## src/rtl/uart_pkg.sv

```systemverilog
// Shared UART constants and helpers used by the frame shifter and the uart_tx/uart_rx blocks.
package uart_pkg;

    localparam int unsigned UART_MAX_W = 9;

    // A zero or oversize requested length selects the full register width.
    function automatic int unsigned clamp_len(input int unsigned len, input int unsigned max_w);
        return ((len == 0) || (len > max_w)) ? max_w : len;
    endfunction

endpackage

```

## src/rtl/uart_bit_counter.sv

```systemverilog
// Frame bit counter: loads the frame length, counts accepted shifts down,
// and flags busy plus a one-cycle done pulse on the final bit.
module uart_bit_counter #(
    parameter int unsigned CNT_W = 4
) (
    input  logic             clk,
    input  logic             rst_n,
    input  logic             load,
    input  logic [CNT_W-1:0] len,
    input  logic             shift_acc,
    output logic             busy,
    output logic             done
);

    logic [CNT_W-1:0] cnt_q;

    always_ff @(posedge clk or negedge rst_n) begin
        if (!rst_n) begin
            cnt_q <= '0;
            done  <= 1'b0;
        end else begin
            done <= 1'b0;
            if (load) begin
                cnt_q <= len;
            end else if (shift_acc && busy) begin
                cnt_q <= cnt_q - CNT_W'(1);
                done  <= (cnt_q == CNT_W'(1));
            end
        end
    end

    assign busy = (cnt_q != '0);

endmodule

```

## src/rtl/uart_frame_shifter.sv

```systemverilog
// Run-time length UART shift register shared by TX and RX paths:
// parallel load / serial out, serial in / parallel read, LSB- or MSB-first, live parity.
module uart_frame_shifter
    import uart_pkg::*;
#(
    parameter  int unsigned MAX_W = UART_MAX_W,
    localparam int unsigned CNT_W = $clog2(MAX_W + 1)
) (
    input  logic             clk,
    input  logic             rst_n,
    input  logic             load,
    input  logic [MAX_W-1:0] parallel_in,
    input  logic [CNT_W-1:0] cfg_len,
    input  logic             cfg_msb_first,
    input  logic             cfg_odd,
    input  logic             shift_en,
    input  logic             serial_in,
    output logic             serial_out,
    output logic [MAX_W-1:0] parallel_out,
    output logic             parity,
    output logic             busy,
    output logic             done
);

    logic [MAX_W-1:0] reg_q;
    logic [MAX_W-1:0] reg_d;
    logic [MAX_W-1:0] mask;
    logic [MAX_W-1:0] mask_new;
    logic [MAX_W-1:0] top_bit;
    logic [CNT_W-1:0] len_q;
    logic [CNT_W-1:0] len_new;
    logic             msb_q;
    logic             odd_q;
    logic             shift_acc;

    assign len_new   = CNT_W'(clamp_len(32'(cfg_len), MAX_W));
    assign shift_acc = shift_en & busy & ~load;
    assign top_bit   = MAX_W'(1) << (len_q - CNT_W'(1));

    // Active-bit masks for the latched length and for the length being loaded.
    always_comb begin
        mask     = '0;
        mask_new = '0;
        for (int i = 0; i < MAX_W; i++) begin
            mask[i]     = (CNT_W'(i) < len_q);
            mask_new[i] = (CNT_W'(i) < len_new);
        end
    end

    // Bits above len_q are always zero, so a plain right shift never pulls in stale data.
    always_comb begin
        reg_d = reg_q;
        if (load) begin
            reg_d = parallel_in & mask_new;
        end else if (shift_acc) begin
            if (msb_q) begin
                reg_d = ((reg_q << 1) | MAX_W'(serial_in)) & mask;
            end else begin
                reg_d = ((reg_q >> 1) & mask) | (serial_in ? top_bit : '0);
            end
        end
    end

    always_ff @(posedge clk or negedge rst_n) begin
        if (!rst_n) begin
            reg_q <= '0;
            len_q <= CNT_W'(MAX_W);
            msb_q <= 1'b0;
            odd_q <= 1'b0;
        end else begin
            reg_q <= reg_d;
            if (load) begin
                len_q <= len_new;
                msb_q <= cfg_msb_first;
                odd_q <= cfg_odd;
            end
        end
    end

    assign serial_out   = msb_q ? |(reg_q & top_bit) : reg_q[0];
    assign parallel_out = reg_q & mask;
    assign parity       = (^(reg_q & mask)) ^ odd_q;

    uart_bit_counter #(
        .CNT_W (CNT_W)
    ) u_bit_counter (
        .clk       (clk),
        .rst_n     (rst_n),
        .load      (load),
        .len       (len_new),
        .shift_acc (shift_acc),
        .busy      (busy),
        .done      (done)
    );

endmodule

```

## config.mk

```make
export PLATFORM = sky130hd
export DESIGN_NAME = uart_frame_shifter
export DESIGN_NICKNAME = d
export VERILOG_FILES = /design/src/rtl/uart_pkg.sv /design/src/rtl/uart_bit_counter.sv /design/src/rtl/uart_frame_shifter.sv
export SDC_FILE = /design/constraint.sdc
export NUM_CORES = 1
export LEC_CHECK = 0
export CORE_UTILIZATION = 45
export CTS_CLUSTER_DIAMETER = 80
export CTS_CLUSTER_SIZE = 40
export DETAILED_ROUTE_END_ITERATION = 8
export HOLD_SLACK_MARGIN = 0.12
export PLACE_DENSITY = 0.71
export SLEW_MARGIN = 20
export SYNTH_ARGS = -nofsm -noshare
export SYNTH_HDL_FRONTEND = slang
export SYNTH_SLANG_ARGS = --single-unit
```

## constraint.sdc

```tcl
create_clock -name clk -period 3.1 [get_ports clk]
set_input_delay 0.31 -clock clk [delete_from_list [all_inputs] [get_ports clk]]
set_output_delay 0.31 -clock clk [all_outputs]
set_load 0.005 [all_outputs]
```

# [After elaboration in Yosys (flattened, before gate mapping)]
# Index checks and enable logic that the tools add are counted.
[word_totals] regBits=20 latch_bits=0 mem_bits_rw=0 romBits=0 input_bits=20 output_inout_bits=13 elab_cells=58 n_memories=0
[classes] addsub=2 mul=0 n_div=0 n_lt_le_gt_ge=19 eq_ne=1 shifts=1 muxes=10 bitwise_logic=11 reduce_logical=8
[op_table] operator="$and 9x9->9" count=4
[op_table] operator="$mux 9" count=4
[op_table] operator="$lt 3x4->1 const A" count=8
[op_table] operator="$lt 1x4->1 const A" count=4
[op_table] operator="$lt 2x4->1 const A" count=4
[op_table] operator="$mux 4" count=3
[op_table] operator="$and 8x9->9" count=1
[op_table] operator="$or 9x1->9" count=1
[op_table] operator="$or 9x9->9" count=1
[op_table] operator="$reduce_or 9->1" count=1
[op_table] operator="$reduce_xor 9->1" count=1
[op_table] operator="$shl 1x4->9 const A" count=1
[op_table] operator="$lt 4x4->1 const A" count=2
[op_table] operator="$sub 4x1->4 const B" count=2
[op_table] operator="$eq 4x1->1 const B" count=1
[op_table] operator="$gt 4x4->1 const B" count=1
[op_table] operator="$logic_not 4->1" count=1
[op_table] operator="$reduce_bool 2->1" count=2
[op_table] operator="$reduce_bool 4->1" count=1
[op_table] operator="$mux 1" count=3
[op_table] operator="$and 1x1->1" count=2
[op_table] operator="$logic_and 1x1->1" count=1
[op_table] operator="$logic_or 1x1->1" count=1
[op_table] operator="$not 1->1" count=1
[op_table] operator="$xor 1x1->1" count=1

# [Logic depth before layout (Yosys ltp)]
# Gate-level depths: netlist of the first run.
[logic_depth] depth_word=7 ltp_mapped=8 mapped_depth_nobuf=6

# [Hierarchy]
# Synthesis of the first run repeated with hierarchy kept, for this count alone.
[hier_totals] hier_cells=199 hier_area_um2=1590.3
[modules_own_cells] mod="uart_frame_shifter" n_inst=1 cells_per_inst=166 area_per_inst_um2=1290.0 seq_area_each_um2=377.9
[modules_own_cells] mod="uart_bit_counter" n_inst=1 cells_per_inst=33 area_per_inst_um2=300.3 seq_area_each_um2=125.1

# [Worst setup path before layout of the first run]
# Ideal clock, no wire load.
[synth_path] kind="flip-flop to output port" startpoint="register len_q[2]" endpoint="output parity" arrival_time_ns=1.524 required_time_ns=2.790 slack_ns=1.266 stages_incl_launch_ff=6 n_path_buf=1 path_cell_list="dfrtp_1 -> buf_2 -> or4_4 -> nand3_1 -> o21ai_0 -> xnor3_1"
[synth_via] elab_chain_len=4 elab_cells_between_ends=12 classes_between="order compare (9); bitwise (2); reduce/logical (1)"
[synth_lines] item="start, declared" line_no="uart_frame_shifter.sv:30" text="logic [CNT_W-1:0] len_q;"
[synth_lines] item="start signal, assigned" line_no="uart_frame_shifter.sv:67" text="len_q <= CNT_W'(MAX_W);"
[synth_lines] item="start signal, assigned" line_no="uart_frame_shifter.sv:73" text="len_q <= len_new;"
[synth_lines] item="$lt 1x4->1 (tied with other cells)" line_no="uart_frame_shifter.sv:45" text="mask[i] = (CNT_W'(i) < len_q);"
[synth_lines] item="$and 9x9->9 *" line_no="uart_frame_shifter.sv:82" text="assign parity = (^(reg_q & mask)) ^ odd_q;"
[synth_lines] item="$reduce_xor 9->1 *" line_no="uart_frame_shifter.sv:82"
[synth_lines] item="$xor 1x1->1 *" line_no="uart_frame_shifter.sv:82"
[synth_lines] item="end, declared" line_no="uart_frame_shifter.sv:20" text="output logic parity,"
# Every way passes the cells marked *; elsewhere a longest branch is shown, timed or not.

# [Worst setup path after layout of the first run]
# Same ends and word-level chain as after synthesis.

==> results of run 1 <==
worst paths after layout:
kind	endpoint	slack, ns	depth (start not counted)
max in group asynchronous	reg_q[1]	1.99	1
min in group clk	reg_q[7]	0.52	3
hold / removal	reg_q[7]	0.52	1
hold reg to reg	u_bit_counter.cnt_q[3]	0.56	1
setup / recovery	parity	0.21	5
setup reg to reg	u_bit_counter.cnt_q[1]	1.12	6
power breakdown:
part,switching [W],internal [W],leakage (nW)
Clock,0.0000920,0.000131,0.0279
Combinational,0.000154,0.000207,0.545
Sequential,0.0000673,0.000297,0.243
final cells by class:
cell class | instances | area [um2]
clock buffer | 3 | 22.52
clock inverter | 1 | 30.03
fill | 345 | 1425
inverter | 15 | 56.30
multi-input combinational | 145 | 993.5
sequential | 20 | 503.0
tap | 46 | 57.56
timing repair buffer | 33 | 327.8
state kept, by name, indices dropped and copies added, names as in the netlist:
name and flops:
len_q 4, msb_q 1, odd_q 1, reg_q 9
u_bit_counter.cnt_q 4, u_bit_counter.done 1
cell usage in the layout, fill, tap and decap left out, drive strengths merged, types with 2 or more instances in the layout:
master and instances:
clkdlybuf4s50 32, or3b 2, mux2 2, dfrtp 18
ha 2, inv 14, a31oi 4, a21o 2
o311ai 4, nor2 15, o22a 2, xor2 3
o31ai 3, nand3b 4, o21a 2, o21ai 14
mux2i 6, nand2b 3, nand2 11, and2 2
a221oi 2, and3 2, nand3 5, or2 2
xnor2 8, clkbuf 3, a21boi 2, dfstp 2
nor3 4, o311a 2, a21oi 13
cells by family (layout without fill, tap and decap cells):
| kind of cell | count (synthesis) | after routing | share of synthesized area (%) |
|---|---|---|---|
| AO/OA/AOI/OAI | 65 | 65 | 27.13 |
| XOR/XNOR | 12 | 12 | 7.219 |
| adder cells (fa/ha/maj) | 2 | 2 | 1.520 |
| buffers and inverters | 32 | 52 | 9.118 |
| flip-flops | 20 | 20 | 30.55 |
| multiplexers | 8 | 8 | 5.015 |
| AND/OR/NAND/NOR | 58 | 58 | 19.45 |
stage by stage:
step	utilization, %	instances	setup slack, ns
floorplan	-	197	1.266
global placement	56.74	259	0.6139
detailed placement	56.74	259	0.5651
CTS	58.28	263	0.2050
global route	58.28	263	0.1076
finish	58.28	263	0.2097
routing by layer:
| metal | GRT usage, % | part of all wire (%) | routed length (um) | vias to the layer above |
|---|---|---|---|---|
| li1 | - | - | - | 757 |
| met1 | 32.91 | 47 | 1966 | 771 |
| met2 | 36.82 | 47 | 1974 | 48 |
| met3 | 2.920 | 4.9 | 207 | 6 |
| met4 | 9.884 | 1.8 | 75 | 0 |
| met5 | 0 | 0 | 0 | - |
==> summary by stage, run 1 <==
Timing
Measured against its own limit, the worst slew margin works out to 35.25%. Setup repair after global routing left no endpoint under its margin. Summed over all failing endpoints, the final setup total negative slack is 0 ns.

The final critical-path share of the clock period is 93.24%. The final number of hold-violating endpoints is 0. The number of max-slew violations in the final report is 0. Across the routed clock network, the largest skew measured is 0.007053 ns. The number of setup violations in the final report is 0.

Hold is met by 0.5154 ns. The maximum clock rate is 346.0 MHz. At the pin with the least slew margin, the transition time is 0.9682 ns.

The post-route minimum period is 2.890 ns.

Floorplan
The I/O pin count is 33. Row generation in the floorplan step produced 21 rows. The overall die area is 3905 um2. The effective utilization at floorplan is 48.21%. The chip height is 62.49 um.

The area of the core is 3416 um2. From left edge to right edge, the die measures 62.49 um.

GRT
For this run the aggregate overflow at the end of global routing stands at 0. The first global-routing pass estimated 7410 um of wire. The overall routing resource usage is 23.64%. The number of global-route vias before repair is 1538. Entering global routing, the biggest net connects 27 pins. The number of antenna violations at the first check in global routing was 0.

Logic synthesis
After synthesis, the largest area contributor takes up 27.36% of total cell area. Synthesis produced a netlist with a net count of 219. Of all flip-flops after synthesis, the portion carrying an async set or reset was 100.0%. The synthesized design contains 0 enable-type register cells. For this run, the register share of the synthesized area comes to 30.55%. After synthesis the cells add up to 1647 um2. The most used flip-flop cell after synthesis is dfrtp_1. After synthesis the netlist holds a flip-flop and latch count of 20. The commonest cells after synthesis are dfrtp_1 (18), inv_1 (14), nor2_1 (14), o21ai_0 (14), a21oi_1 (13). Ranked by total cell area, the synthesized netlist is headed by dfrtp_1 (27%), o21ai_0 (4.3%), xnor2_1 (4.3%).

The biggest area contributor in the post-synthesis netlist is dfrtp_1. Synthesis handed over a netlist of 197 instances. The mean instance size in the synthesized netlist is 8.358 um2. The count of synthesis-stage warnings from yosys is 0.

The number of unique standard cell types used by synthesis is 62. The cell with the most instances after synthesis is dfrtp_1.

Worst setup path
The maximum fanout encountered on the critical timing path is 18. At the worst endpoint, the arrival time is 2.58 ns. The signal on the critical path passes through or4_4 -> nand3_1 -> o21ai_0 -> xnor3_1 -> clkdlybuf4s50_1. The worst setup path is of the register to output port kind. The start point of the critical path is len_q[2]. For this design, the slowest cell found on the critical path is dfrtp_1.

The startpoint type of the worst setup path is a register. The cell class contributing the biggest share of worst-path delay is simple AND/OR/NAND/NOR gates. The maximum single-stage delay on the critical path is 0.60 ns.

At the worst endpoint, the required time is 2.79 ns. The startpoint identified for the worst register-to-register timing path is u_bit_counter.cnt_q[0]. The sort of element at the end of the critical path is an output port. The number of buffer and inverter stages on the critical path is 1.

Run status
The flow ran to the end, and the final reports show no timing, DRC or antenna violations.

Pwr
The peak ir drop on the vdd network is 0.2422 mV. The total power of the final layout is 0.0009479 W. The leakage power summed over all cells is 0.8161 nW. The power density normalized to cell area is 476.2 nW/um2.

Drt
The via density per instance is 6.015. The first detailed-routing pass took 4 iterations. The initial DRC count is 197. The count of unresolved DRC violations after routing is 0. The routed wire length is 4223 um.

The count of nets left with antenna violations once routing finished came out at 0. The total number of vias is 1582. The post-detailed-route wirelength per cell is 16.06 um.

Final layout
The net count reported at finish is 240. With fillers left out, the area of the finished cells amounts to 1991 um2. Cells with a size suffix above 1 make up 7.834% of the layout. The antenna cell count is 0.

The area added between synthesis and finish is 20.90%.

CTS
The number of hold buffers added after CTS was 0. Post-CTS timing repair inserted 0 buffers for setup. The clock tree from TritonCTS is yes. The maximum level of the CTS H-tree is 1.

Clock-pin slew was measured on the worst setup and hold paths at 0.13 ns. The master cell of the clock root buffer is clkbuf_4. The clock reaches the later pin of the worst-skew pair after 0.31 ns.

Buffers inserted during clock tree synthesis total 3. Post-CTS repair changed the size of 0 cells. The clock net in this run drives a total of 20 sinks. The maximum buffer depth of the clock tree is 2.

Placement
The area after detailed placement is 1938 um2. The half-perimeter wire length after detailed placement is 3100 um. The count of port buffers added during placement is 32.

The global placement routability congestion is 0.8742.

Hold path
The path class of the tightest hold or removal check is input port to asynchronous set/reset pin.

Job
The tool flagged a number of max-cap violations equal to 0.
No activity file was read; power rests on OpenSTA's default activity.
==> run 2, diff against run 1 <==
- CAP_MARGIN: unset -> 10
- CORE_UTILIZATION: 45 -> 49
- PLACE_DENSITY: 0.71 -> 0.77
==> run 2 against run 1 <==
Compared with the run above: clock skew grew 0.0038 ns; via count shrank 0.32%; wire length grew 1.0%; maximum frequency grew 0.52%; combinational power is essentially flat; worst setup slack gained 0.015 ns; clock power shrank 2%; utilization grew 5.3 points; largest cell class unchanged; clock-buffer cell count is the same.
==> summary by stage, run 2 (synthesis gave the netlist of run 1 again) <==
Placement
The half-perimeter wire length after detailed placement is 3099 um (was 3100 um). The count of port buffers added during placement is 32 (unchanged). The area after detailed placement came to 1936 um2 (was 1938 um2). The global placement routability congestion is 0.8270 (was 0.8742). The placed cell count came to 257 (was 259).

Floorplan
The die outline width is 59.97 um (was 62.49 um). The chip height was 59.97 um (was 62.49 um). The I/O pin count came to 33 (unchanged). The overall die area came to 3596 um2 (was 3905 um2). The area of the core is 3128 um2 (was 3416 um2). The row count is 20 (was 21). The effective utilization at floorplan came to 52.64% (was 48.21%).

Timing
The remaining max-slew budget at the tightest pin is 38.82% (was 35.25%). The maximum clock skew at final layout is 0.01089 ns (was 0.007053 ns). The number of setup violations in the final report was 0 (unchanged). The number of max-slew violations in the final report came to 0 (unchanged). The final sum of negative setup slack is 0 ns (unchanged). Unrepaired setup endpoints after global routing: false (unchanged). The worst slack on hold paths came to 0.4907 ns (was 0.5154 ns). The maximum clock rate is 347.8 MHz (was 346.0 MHz). The final number of hold-violating endpoints was 0 (unchanged).

The final critical-path share of the clock period came to 92.75% (was 93.24%). The transition time of the tightest slew-check pin is 0.9149 ns (was 0.9682 ns). The post-route minimum period came to 2.875 ns (was 2.890 ns).

CTS
The maximum level of the CTS H-tree was 1 (unchanged). The insertion delay to the later sink of the worst-skew pair is 0.31 ns (about the same). The number of buffers inserted to repair setup after CTS is 0 (unchanged).

The master cell of the clock root buffer is clkbuf_4 (unchanged). The register clock-pin slew on the reported worst setup and hold paths was 0.13 ns (about the same). The clock tree from TritonCTS is yes (unchanged). The maximum buffer depth of the clock tree came to 2 (unchanged).

The number of buffers inserted for hold repair after clock tree synthesis is 0 (unchanged). The number of buffers inserted during clock tree synthesis is 3 (unchanged). The total number of clock tree sinks is 20 (unchanged). The post-cts resize count is 0 (unchanged).

Drt
The count of unresolved DRC violations after routing is 0 (unchanged). The number of nets with antenna violations after routing came to 0 (unchanged). The post-detailed-route wirelength per cell came to 16.34 um (was 16.06 um). The uppermost signal routing layer after detailed routing was met4 (unchanged). The number of iterations in the first detailed-routing pass is 4 (unchanged). The amount of wire on met3 after detailed routing is 248 um (was 207 um). The routed wire length is 4266 um (was 4223 um). The via density per instance came to 6.042 (was 6.015). The initial DRC count was 146 (was 197). The sum of met2 wire segment lengths after detailed routing is 2054 um (was 1974 um).

The total number of vias is 1577 (was 1582). The wire length on met1 is 1899 um (was 1966 um).

Pwr
The fraction of power spent switching nets is 32.98% (was 33.05%). The share of power burned in the clock network is 23.2% (was 23.5%). The peak ir drop on the vdd network is 0.2416 mV (was 0.2422 mV).

The power density normalized to cell area is 476.7 nW/um2 (was 476.2 nW/um2). The net load switching power is 0.0003126 W (was 0.0003133 W). The leakage power summed over all cells is 0.8161 nW (unchanged).

The combinational share of power was 38.2% (was 38.1%). The part of the power in registers came to 38.6% (was 38.5%). The internal power summed over all cells was 0.0006352 W (was 0.0006346 W).

Final layout
The net count reported at finish is 240 (unchanged). The number of flip-flops under the largest register name is 9 (unchanged). The count of placed standard cells in the final layout, fillers left out was 261 (was 263). The commonest non-fill, non-tap cell in the layout is clkdlybuf4s50_1 (unchanged). The antenna cell count was 0 (unchanged). The final standard cell area without fillers is 1988 um2 (was 1991 um2).

The end-of-flow core utilization came to 63.56% (was 58.28%). The fraction of final layout cells with drive strength greater than 1 came to 7.834% (unchanged). Largest registers: reg_q (9), len_q (4), u_bit_counter.cnt_q (4) (unchanged). The register bank with the most flops is reg_q (unchanged). The area added between synthesis and finish is 20.74% (was 20.90%). Most frequent cells in the layout: clkdlybuf4s50_1 (32), dfrtp_1 (18), inv_1 (14), nor2_1 (14), o21ai_0 (14) (unchanged).

GRT
The largest net degree at the start of global routing is 27 (unchanged). The number of antenna violations at the first check in global routing came to 0 (unchanged). The number of global-route vias before repair came to 1451 (was 1538). The overall routing resource usage was 25.74% (was 23.64%). The global-route congestion overflow total came to 0 (unchanged). The wire length of the first global-routing pass is 6824 um (was 7410 um).

Worst setup path
The count of cells along the worst register-to-register path is 6 (unchanged). The destination of the critical timing path is parity (unchanged). Series of cell instances along the critical path: or4_4 -> nand3_1 -> o21ai_0 -> xnor3_1 -> clkdlybuf4s50_1 (unchanged).

The startpoint type of the worst setup path is a register (unchanged). The sort of element at the end of the critical path was an output port (unchanged). The startpoint of the lowest-slack register-to-register path is u_bit_counter.cnt_q[0] (unchanged).

The cell class contributing the biggest share of worst-path delay is simple AND/OR/NAND/NOR gates (unchanged). The endpoint of the worst register-to-register path is u_bit_counter.cnt_q[1] (unchanged). The maximum fanout encountered on the critical timing path was 18 (unchanged). The number of buffer and inverter stages on the critical path is 1 (unchanged). The flop-to-flop setup slack is 1.07 ns (was 1.12 ns). The cell at the slowest stage of the critical path is dfrtp_1 (unchanged). The maximum single-stage delay on the critical path was 0.60 ns (about the same). The critical path required time is 2.79 ns (about the same). The logic depth of the worst setup path including buffers is 5 (unchanged). The arrival time at the worst endpoint is 2.57 ns (was 2.58 ns). The start point of the critical path is len_q[2] (unchanged). The category of the critical setup timing path is register to output port (unchanged).

Hold path
The class of the tightest hold or removal check is input port to asynchronous set/reset pin (unchanged).

Run status
Status: finished, final reports clean (unchanged).

Job
The max-capacitance violation count is 0 (unchanged).
==> run 2: cell counts in the layout (fill, tap and decap cells not counted) <==
Identical to the previous run, type by type.
==> run 2: final cells by class <==
class,instances,area (um2)
timing repair buffer,33,327.8
multi-input combinational,145,993.5
sequential,20,503.0
tap,44,55.05
inverter,15,56.30
clock inverter,1,30.03
clock buffer,3,22.52
fill,280,1140
==> run 2: power groups by stage <==
stage               combinational [W]  clock (W)  sequential [W]
CTS                          0.000363   0.000223        0.000364
floorplan                    0.000259          0        0.000332
global placement             0.000355          0        0.000366
detailed placement           0.000361          0        0.000369
global route                 0.000400   0.000233        0.000372
finish                       0.000362   0.000219        0.000366
==> run 2: how the worst min path moves through the flow <==
stage	from	endpoint	cells after the start
after CTS	parallel_in[7]	reg_q[7]	3
after global placement	u_bit_counter.cnt_q[3]	u_bit_counter.cnt_q[3]	1
final	rst_n	u_bit_counter.cnt_q[1]	1
after detailed placement	odd_q	odd_q	1
after global routing	parallel_in[0]	reg_q[0]	2
after floorplan	rst_n	len_q[1]	0
==> run 2: metal layers <==
layer,up-vias,GRT usage [%]
li1,763,-
met1,756,35.18
met2,53,40.79
met3,5,2.597
met4,0,11.96
met5,-,0
==> run 2: per-stage QoR <==
stage | power, W | worst slack (ns)
global route | 0.001005 | 0.08243
detailed placement | 0.0007301 | 0.5803
finish | 0.0009478 | 0.2247
global placement | 0.0007211 | 0.6020
floorplan | 0.0005902 | 1.266
CTS | 0.0009494 | 0.2181
==> edit, RTL diff (flow settings as in run 2) <==
The package constant `UART_MAX_W` goes from 9 to 13.
--- a/src/rtl/uart_pkg.sv
+++ b/src/rtl/uart_pkg.sv
@@ -2,5 +2,5 @@
 package uart_pkg;
 
-    localparam int unsigned UART_MAX_W = 9;
+    localparam int unsigned UART_MAX_W = 13;
 
     // A zero or oversize requested length selects the full register width.
Ports: changed (resized parallel_in and parallel_out); port bits go from 33 to 41. No check against the original RTL was run, so the function may have changed too.
==> edit against run 2 <==
Routed wire length up 50%. Final area up 39%. Setup slack worse by 120 ps. Maximum frequency is 3.9% lower. Core utilization is 0.86 points lower. Combinational power is 48% higher. Sequential cell count is 4 higher. Synthesized area rose by 38%. Power increased by 22%. Non-clock buffer count grew 19. Largest cell class unchanged. Largest power group is now combinational cells.
==> edit: results (changes against run 2) <==
- The number of filler instances in the final layout is 391 (was 280).
- Registers with the most flip-flops: reg_q: 13 flops, len_q: 4 flops, u_bit_counter.cnt_q: 4 flops (was reg_q: 9 flops, len_q: 4 flops, u_bit_counter.cnt_q: 4 flops).
- The setup slack of the most critical reg-to-reg path is 970 ps (was 1070 ps).
- The detailed-routing wirelength on met1 is 2.94 mm (was 1.90 mm).
- The wire length on met3 was 392 um (was 248 um).
- The detailed-routing iteration count for the pre-antenna-repair pass is 5 (was 4).
- Most frequent cells after synthesis: 27 x nor2_1, 21 x dfrtp_1, 18 x a21oi_1 (was 18 x dfrtp_1, 14 x inv_1, 14 x nor2_1, 14 x o21ai_0, 13 x a21oi_1).
- The clock slew at the register clock pins of the worst setup and hold paths came to 100 ps (was 130 ps).
- The dominant delay contributor by cell family on the critical path is flip-flops (was simple AND/OR/NAND/NOR gates).
- The quantity of I/O buffers inserted on ports was 40 (was 32).
- The synthesized-area fraction occupied by ao, oa, aoi and oai cells is 27.1% (about the same).
- The number of cells traversed by the worst register-to-register path is 7 (was 6).
- The worst clock skew on the final layout is 8.90 ps (was 10.9 ps).
- The layout cell share with drive strength beyond 1 is 12.6% (was 7.83%).
- The total global routing track utilization is 27.2% (was 25.7%).
- The total placed instance area is 2680 um2 (was 1940 um2).
- The number of library cell types mapped by synthesis is 67 (was 62).
- The number of design-rule violations left by the first detailed-router iteration is 199 (was 146).
- Result of the run: completed (unchanged).
- The clock insertion delay at the later pin of the skew report is 270 ps (was 310 ps).
- The portion of the post-synthesis area used by sequential elements is 26.6% (was 30.5%).
- The share of the synthesized netlist area taken by xor and xnor gates is 5.23% (was 7.22%).
- The part of the total power dissipated in sequential elements is 36.4% (was 38.6%).
- The first-pass GRT wire length is 10.7 mm (was 6.82 mm).
- The leakage power is 1.07 nW (was 0.816 nW).
- The largest stage delay on the critical path is 560 ps (was 600 ps).
- The estimated wirelength of the detail-placed design was 4.67 mm (was 3.10 mm).
- The endpoint arrival time on the critical path came to 2680 ps (was 2570 ps).
- The length of routed met2 wiring is 2.92 mm (was 2.05 mm).
- The pin count of the biggest net entering global routing was 25 (was 27).
- The maximum VDD drop was 0.208 mV (was 0.242 mV).
- The clock group power is 201 uW (was 219 uW).
- The total vias in the final route is 2273 (was 1577).
- The post-detailed-routing wire length is 6.40 mm (was 4.27 mm).
- The multiplexer fraction of the synthesized cell area is 6.99% (was 5.02%).
- The number of global-route vias before repair is 2141 (was 1451).
- The master of the slowest instance on the critical path is dfstp_2 (was dfrtp_1).
- The largest driver fanout on the critical path is 8 (was 18).
- The net count reported at finish is 339 (was 240).
edit: cell count changes in the layout (fill, tap and decap cells not counted), sizes merged, moves of 7 or more:
cell | run 2 | this run
clkdlybuf4s50 | 32 | 40
buf | 1 | 12
nand2 | 11 | 18
nor2b | 1 | 8
nor2 | 15 | 28
edit: timing repair:
action                     4_1_cts  5_1_grt
setup buffers                    0        3
resized for setup                0        7
hold buffers                     0        0
setup endpoints to repair        0        1
edit: area by class of cell:
class | instances | area (um2) | area share [%]
clock buffers | 4 | 45.0 | 1.63
inverters | 10 | 37.5 | 1.36
multi-input cells | 220 | 1510 | 54.4
repair buffers | 52 | 510 | 18.4
well taps | 52 | 65.1 | 2.35
flip-flops and latches | 24 | 604 | 21.8
edit: through the flow:
stage / total power [mW] / hold slack (ps) / cells / util (%) / setup slack (ps)
3_5_place_dp: 0.942 / 501 / 355 / 60.7 / 352
3_3_place_gp: 0.933 / 500 / 355 / 60.7 / 410
2_1_floorplan: 0.751 / 14.4 / 281 / - / 412
5_1_grt: 1.23 / 422 / 362 / 62.7 / -3.86
6_report: 1.16 / 401 / 362 / 62.7 / 107
4_1_cts: 1.14 / 415 / 359 / 61.7 / 47.5
edit: how the worst max path moves through the flow:
stage | startpoint | to | slack [ps] | depth (start not counted)
detailed placement | len_q[2]$_DFFE_PN1P_ | parity | 350 | 7
global placement | len_q[2]$_DFFE_PN1P_ | parity | 410 | 7
floorplan | len_q[0]$_DFFE_PN1P_ | serial_out | 410 | 9
CTS | len_q[2]$_DFFE_PN1P_ | parity | 50 | 7
global route | len_q[0]$_DFFE_PN1P_ | parity | -4 | 7
finish | len_q[2]$_DFFE_PN1P_ | serial_out | 110 | 7
edit: metal layers:
layer  track usage, %  up-vias
li1                 -     1099
met1             39.4     1069
met2             42.4       92
met3             4.04       13
met4             7.11        0
met5                0        -
